$ cat src/rtl/stop_watch_uart_ctrl_if.sv
`default_nettype none
// +--------------------------------------------------------------------+
// | stop_watch_uart_ctrl_if : UART rx/tx FIFO handshake bundle  rev 1.0 |
// +--------------------------------------------------------------------+
interface stop_watch_uart_ctrl_if;
  logic       rx_empty;
  logic [7:0] r_data;
  logic       rd_uart;
  logic       tx_full;
  logic       wr_uart;
  logic [7:0] w_data;

  // master = command controller, slave = UART core
  modport master (
    input  rx_empty, r_data, tx_full,
    output rd_uart, wr_uart, w_data
  );

  modport slave (
    output rx_empty, r_data, tx_full,
    input  rd_uart, wr_uart, w_data
  );
endinterface
`default_nettype wire

$ cat src/rtl/stop_watch_uart_ctrl.sv
`default_nettype none
// +--------------------------------------------------------------------+
// | stop_watch_uart_ctrl : ASCII command decoder / time reporter rev 1.0|
// +--------------------------------------------------------------------+
module stop_watch_uart_ctrl #(
  parameter int CRLF  = 1,
  parameter int ERR_W = 8
) (
  input  wire logic             clk,
  input  wire logic             reset,
  stop_watch_uart_ctrl_if.master uart,
  input  wire logic [3:0]       d,
  input  wire logic [3:0]       s0,
  input  wire logic [2:0]       s1,
  input  wire logic [3:0]       m,
  output logic                  up,
  output logic                  go,
  output logic                  clr,
  output logic                  busy,
  output logic [ERR_W-1:0]      err_cnt
);

  typedef enum logic [1:0] {
    ST_IDLE   = 2'd0,
    ST_DECODE = 2'd1,
    ST_SEND   = 2'd2
  } state_t;

  localparam logic [2:0]       c_LAST_IDX = (CRLF != 0) ? 3'd7 : 3'd5;
  localparam logic [ERR_W-1:0] c_ERR_MAX  = {ERR_W{1'b1}};
  localparam logic [ERR_W-1:0] c_ERR_ONE  = {{(ERR_W-1){1'b0}}, 1'b1};

  state_t           r_state;
  logic [7:0]       r_cmd;
  logic [3:0]       r_m;
  logic [2:0]       r_s1;
  logic [3:0]       r_s0;
  logic [3:0]       r_d;
  logic [2:0]       r_idx;
  logic             r_up;
  logic             r_go;
  logic             r_clr;
  logic [ERR_W-1:0] r_err;

  logic [7:0]       w_lc;
  logic             w_blank;
  logic [7:0]       w_char;
  logic             w_pop;
  logic             w_push;

  // Setting bit 5 folds upper-case letters onto lower case; only letters alias.
  assign w_lc    = r_cmd | 8'h20;
  assign w_blank = (r_cmd == 8'h0D) || (r_cmd == 8'h0A) || (r_cmd == 8'h20);

  assign w_pop  = (r_state == ST_IDLE) && !uart.rx_empty;
  assign w_push = (r_state == ST_SEND) && !uart.tx_full;

  always_comb begin
    w_char = 8'h00;
    case (r_idx)
      3'd0:    w_char = 8'h30 + {4'b0000, r_m};
      3'd1:    w_char = 8'h2E;
      3'd2:    w_char = 8'h30 + {5'b00000, r_s1};
      3'd3:    w_char = 8'h30 + {4'b0000, r_s0};
      3'd4:    w_char = 8'h2E;
      3'd5:    w_char = 8'h30 + {4'b0000, r_d};
      3'd6:    w_char = 8'h0D;
      default: w_char = 8'h0A;
    endcase
  end

  assign uart.rd_uart = w_pop;
  assign uart.wr_uart = w_push;
  assign uart.w_data  = (r_state == ST_SEND) ? w_char : 8'h00;

  assign up      = r_up;
  assign go      = r_go;
  assign clr     = r_clr;
  assign err_cnt = r_err;
  assign busy    = (r_state != ST_IDLE);

  always_ff @(posedge clk) begin
    if (reset) begin
      r_state <= ST_IDLE;
      r_cmd   <= 8'h00;
      r_m     <= 4'd0;
      r_s1    <= 3'd0;
      r_s0    <= 4'd0;
      r_d     <= 4'd0;
      r_idx   <= 3'd0;
      r_up    <= 1'b1;
      r_go    <= 1'b0;
      r_clr   <= 1'b0;
      r_err   <= '0;
    end else begin
      r_clr <= 1'b0;
      case (r_state)
        ST_IDLE: begin
          if (w_pop) begin
            r_cmd   <= uart.r_data;
            r_state <= ST_DECODE;
          end
        end

        ST_DECODE: begin
          r_state <= ST_IDLE;
          if (!w_blank) begin
            case (w_lc)
              8'h67: r_go  <= 1'b1;
              8'h70: r_go  <= 1'b0;
              8'h75: r_up  <= 1'b1;
              8'h64: r_up  <= 1'b0;
              8'h63: r_clr <= 1'b1;
              8'h74: r_go  <= ~r_go;
              8'h72: begin
                r_m     <= m;
                r_s1    <= s1;
                r_s0    <= s0;
                r_d     <= d;
                r_idx   <= 3'd0;
                r_state <= ST_SEND;
              end
              default: begin
                if (r_err != c_ERR_MAX) r_err <= r_err + c_ERR_ONE;
              end
            endcase
          end
        end

        ST_SEND: begin
          if (w_push) begin
            if (r_idx == c_LAST_IDX) begin
              r_state <= ST_IDLE;
              r_idx   <= 3'd0;
            end else begin
              r_idx <= r_idx + 3'd1;
            end
          end
        end

        default: r_state <= ST_IDLE;
      endcase
    end
  end

endmodule
`default_nettype wire

$ cat src/flat_wrapper.sv
// flat-port wrapper written by rule: the top's interface ports become plain ports
module stop_watch_uart_ctrl_flat 
#(
  parameter int CRLF  = 1,
  parameter int ERR_W = 8
)
  (clk, reset, d, s0, s1, m, up, go, clr, busy, err_cnt, uart_rx_empty, uart_r_data, uart_tx_full, uart_rd_uart, uart_wr_uart, uart_w_data);
  stop_watch_uart_ctrl_if uart_i ();
  input  wire logic clk;
  input  wire logic reset;
  input  wire logic [3:0] d;
  input  wire logic [3:0] s0;
  input  wire logic [2:0] s1;
  input  wire logic [3:0] m;
  output logic up;
  output logic go;
  output logic clr;
  output logic busy;
  output logic [ERR_W-1:0] err_cnt;
  input wire logic [$bits(uart_i.rx_empty)-1:0] uart_rx_empty;
  input wire logic [$bits(uart_i.r_data)-1:0] uart_r_data;
  input wire logic [$bits(uart_i.tx_full)-1:0] uart_tx_full;
  output wire logic [$bits(uart_i.rd_uart)-1:0] uart_rd_uart;
  output wire logic [$bits(uart_i.wr_uart)-1:0] uart_wr_uart;
  output wire logic [$bits(uart_i.w_data)-1:0] uart_w_data;
  assign uart_i.rx_empty = uart_rx_empty;
  assign uart_i.r_data = uart_r_data;
  assign uart_i.tx_full = uart_tx_full;
  assign uart_rd_uart = uart_i.rd_uart;
  assign uart_wr_uart = uart_i.wr_uart;
  assign uart_w_data = uart_i.w_data;
  stop_watch_uart_ctrl #(.CRLF(CRLF), .ERR_W(ERR_W)) u_core (.clk(clk), .reset(reset), .uart(uart_i), .d(d), .s0(s0), .s1(s1), .m(m), .up(up), .go(go), .clr(clr), .busy(busy), .err_cnt(err_cnt));
endmodule
$ cat config.mk
export PLATFORM = sky130hd
export DESIGN_NAME = stop_watch_uart_ctrl_flat
export DESIGN_NICKNAME = d
export VERILOG_FILES = /design/src/rtl/stop_watch_uart_ctrl_if.sv /design/src/rtl/stop_watch_uart_ctrl.sv /design/src/flat_wrapper.sv
export SDC_FILE = /design/constraint.sdc
export NUM_CORES = 1
export LEC_CHECK = 0
export CAP_MARGIN = 5
export CORE_ASPECT_RATIO = 2
export CORE_UTILIZATION = 51
export CTS_BUF_LIST = sky130_fd_sc_hd__clkbuf_4 sky130_fd_sc_hd__clkbuf_8
export DETAILED_ROUTE_END_ITERATION = 10
export GPL_ROUTABILITY_DRIVEN = 0
export HOLD_SLACK_MARGIN = 0.05
export PLACE_DENSITY = 0.82
export SLEW_MARGIN = 20
export SYNTH_ARGS = -nofsm -noshare
export SYNTH_HDL_FRONTEND = slang
export SYNTH_SLANG_ARGS = --single-unit
$ cat constraint.sdc
create_clock -name clk -period 3.7 [get_ports clk]
set_clock_uncertainty 0.1 [all_clocks]
set_input_delay 0.74 -clock clk [delete_from_list [all_inputs] [get_ports clk]]
set_output_delay 0.74 -clock clk [all_outputs]
set_load 0.1 [all_outputs]
==> results by group <==
Outcome
  • Outcome: complete, no violations

Worst hold path
  • Hold_sp: u_core.r_cmd[7]$_SDFFE_PP0P_
  • Hold path depth: 2
  • Min-delay worst type: reg2reg
  • Hold Path Sink: u_core.r_cmd[7]$_SDFFE_PP0P_

Yosys
  • Post-synth EDFFs: 0
  • Register area share after synthesis: 0.384
  • Post-synthesis compound-gate area fraction: 0.131
  • Post-synthesis xor/xnor area fraction: 0
  • Distinct cells, synth: 46
  • Syn Area/Cell: 8.54 µm²
  • Post-synthesis adder-cell area fraction: 0.0554
  • Top_reg_cell synth: dfxtp_1
  • Largest family of logic cells by synthesized area: simple AND/OR/NAND/NOR gates
  • #FFs+latches synth: 39
  • Synthesized area: 2030 µm²
  • Asr flop ratio synth: 0
  • Yosys warns: 0
  • Synth Instances: 238
  • Simple-Gate Fraction of Synth Area: 0.255
  • Mux contribution to synthesized area: 0.122

Worst setup path
  • Worst path depth: 7
  • Crit-path leading delay family: compound AO/OA/AOI/OAI gates
  • FF-to-FF Start: u_core.r_cmd[3]$_SDFFE_PP0P_
  • Crit path cell chain: inv_1, ha_1, or2_2, a2111oi_0, a2111oi_0, nor2_1, buf_12
  • Setup CP Type: reg2out
  • Critical path endpoint category: output pin
  • Crit path DAT: 2.65 ns
  • Crit path max fanout: 6
  • Cell with the largest stage delay on the worst path: a2111oi_0
  • CP dominant cell by count: a2111oi_0
  • R2r endpoint: u_core.r_s0[3]$_SDFFE_PP0P_
  • Bufs and invs on worst path: 2
  • Internal reg-to-reg setup slack: 1.28 ns
  • Worst EP required: 2.86 ns
  • Crit-path max cell delay: 0.62 ns
  • Reg2Reg Depth: 5
  • Worst setup SP type: flip-flop

STA
  • Clock period minus worst slack: 3.49 ns
  • Count of final hold-check violations: 0
  • Max_slew headroom: 0.291
  • Max-slew violation count: 0
  • Max frequency: 286 MHz
  • RSZ-0062 raised after global routing: no
  • Fin crit share: 0.944
  • Endpoints failing setup: 0
  • Fin Hold WS: 0.366 ns
  • Worst slew pin tran: 1.06 ns

Placement
  • IO buf count: 46
  • Placed Cells: 326
  • Detailed Place HPWL: 3580 µm

Clock network
  • CTS max path bufs: 2
  • Clock net sink count: 39
  • Cts bufs inserted: 5
  • Reg clk slew, reported paths: 0.08 ns
  • Post-CTS Setup Bufs: 0
  • CTS root buf: clkbuf_8
  • # hold bufs at CTS: 0
  • Clk_lat worst skew: 0.29 ns
  • CTS tree: built
  • H-tree depth: 2
  • Post-cts repair resize count: 0

Routing
  • Final wirelength: 4820 µm
  • Drt pass-1 iters: 4
  • DR iter-0 viols: 40
  • Vias: 1,865
  • Post-route ant nets: 0
  • DR WL/cell: 14.4 µm
  • Via density: 5.58
  • DRC Markers: 0

Global routing
  • Initial antenna violation count: 0
  • Grt total ovfl: 0
  • Overall Global Routing Usage: 0.254
  • Vias in the first global route: 1,819
  • First-pass GRT wire length: 7870 µm
  • Largest net degree at the start of global routing: 22

Finish
  • Net count, final: 318
  • Fillers: 354
  • Area of the multi-input gates: 1160 µm²
  • Antenna diodes: 0
  • Most frequent cells in the layout: dfxtp_1, clkdlybuf4s50_1, nor2_1, nand2_1, mux2i_1
  • Layout area overhead: 29.5%
  • Reg area: 781 µm²
  • Non-Filler Instances: 334
  • Layout cells sized above 1: 0.120
  • Most common cell after layout, fill and taps aside: dfxtp_1

Power
  • Power Dens Cells: 348 nW/µm²
  • VDD IR max: 0.269 mV
  • Total Power: 0.917 mW
  • P_leak: 1.13 nW

Floorplan
  • Die height: 91.3 µm
  • Die area: 4260 µm²
  • # IOs: 49
  • Initial core utilization: 0.529
  • Core area: 3840 µm²
  • Die width: 46.6 µm
  • Std-Cell Rows: 32

Flow run
  • MaxCap Viol Count: 0
-- power breakdown --
group	leakage (nW)	internal (mW)	switching, mW
Clock	0.0612	0.218	0.152
Sequential	0.316	0.427	0.00869
Combinational	0.753	0.0472	0.0645
Total	1.13	0.692	0.225
-- through the flow --
stage                     setup WS [ns]  area, µm²   util  setup TNS (ns)
after global placement            0.604       2520  0.655               0
after global routing             0.0650       2630  0.685               0
final                             0.207       2630  0.685               0
after detailed placement          0.541       2520  0.655               0
after CTS                         0.208       2630  0.685               0
after floorplan                 -0.0955       2040      -         -0.0955
-- cells in the mapped netlist (2+ instances only) --
library cell | number | area share
nor2b_1 | 10 | 0.031
ha_1 | 9 | 0.055
nor2_1 | 31 | 0.057
a21oi_1 | 16 | 0.039
dfxtp_1 | 39 | 0.38
nor4_1 | 2 | 0.0062
nand3_1 | 4 | 0.0098
inv_1 | 6 | 0.011
mux2i_1 | 17 | 0.084
or3_1 | 3 | 0.0092
o21ai_0 | 5 | 0.012
buf_4 | 2 | 0.0074
nor3_1 | 6 | 0.015
nand2b_1 | 11 | 0.034
nand2_1 | 26 | 0.048
clkbuf_1 | 9 | 0.017
nor4b_1 | 2 | 0.0086
mux2_2 | 7 | 0.039
a31oi_1 | 5 | 0.015
a2111oi_0 | 2 | 0.0086
-- state kept, by name, indices dropped and copies added, names as in the netlist --
| signal | flops |
|---|---|
| u_core.r_m | 4 |
| u_core.r_state | 2 |
| u_core.r_s0 | 4 |
| u_core.err_cnt | 8 |
| u_core.r_cmd | 8 |
| u_core.r_d | 4 |
| u_core.up | 1 |
| u_core.r_idx | 3 |
| u_core.clr | 1 |
| u_core.r_s1 | 3 |
| u_core.go | 1 |
-- kinds of logic (layout without fill, tap and decap cells) --
kind of cell | after synthesis | after routing
DFF | 39 | 39
buffers and inverters | 20 | 64
AOI/OAI and AO/OA | 40 | 40
and+or+nand+nor | 105 | 105
adders and majority gates | 9 | 9
other | 1 | 2
muxes | 24 | 24
-- worst max-delay path by stage --
stage	start	slack [ns]	endpoint
6_report	u_core.r_idx[0]$_SDFFE_PP0P_	0.21	uart_w_data[1]
5_1_grt	u_core.r_idx[0]$_SDFFE_PP0P_	0.06	uart_w_data[1]
4_1_cts	u_core.r_idx[0]$_SDFFE_PP0P_	0.21	uart_w_data[1]
3_5_place_dp	u_core.r_idx[0]$_SDFFE_PP0P_	0.54	uart_w_data[1]
3_3_place_gp	u_core.r_idx[0]$_SDFFE_PP0P_	0.60	uart_w_data[1]
2_1_floorplan	u_core.r_idx[0]$_SDFFE_PP0P_	-0.1	uart_w_data[1]
-- worst reg2reg max path, stage by stage, from the launching register on --
cell and delay (ns):
dfxtp_1 0.33, or3b_1 0.43, or2_4 0.27, or3_1 0.78, mux2i_1 0.32, nor2_1 0.06
-- area by class of cell --
type                       instances  area share
timing repair buffer              49       0.184
inverter                           7     0.00998
multi-input combinational        180       0.440
clock buffer                       6      0.0314
clock inverter                     2      0.0133
sequential                        39       0.296
tap                               51      0.0242
-- metal layers --
layer | global-route usage | vias up | share of wire
li1 | - | 907 | -
met2 | 0.466 | 58 | 0.57
met1 | 0.235 | 880 | 0.35
met5 | 0 | - | 0
met3 | 0.0398 | 20 | 0.029
met4 | 0.150 | 0 | 0.044
(Power assumes the default switching activity.)
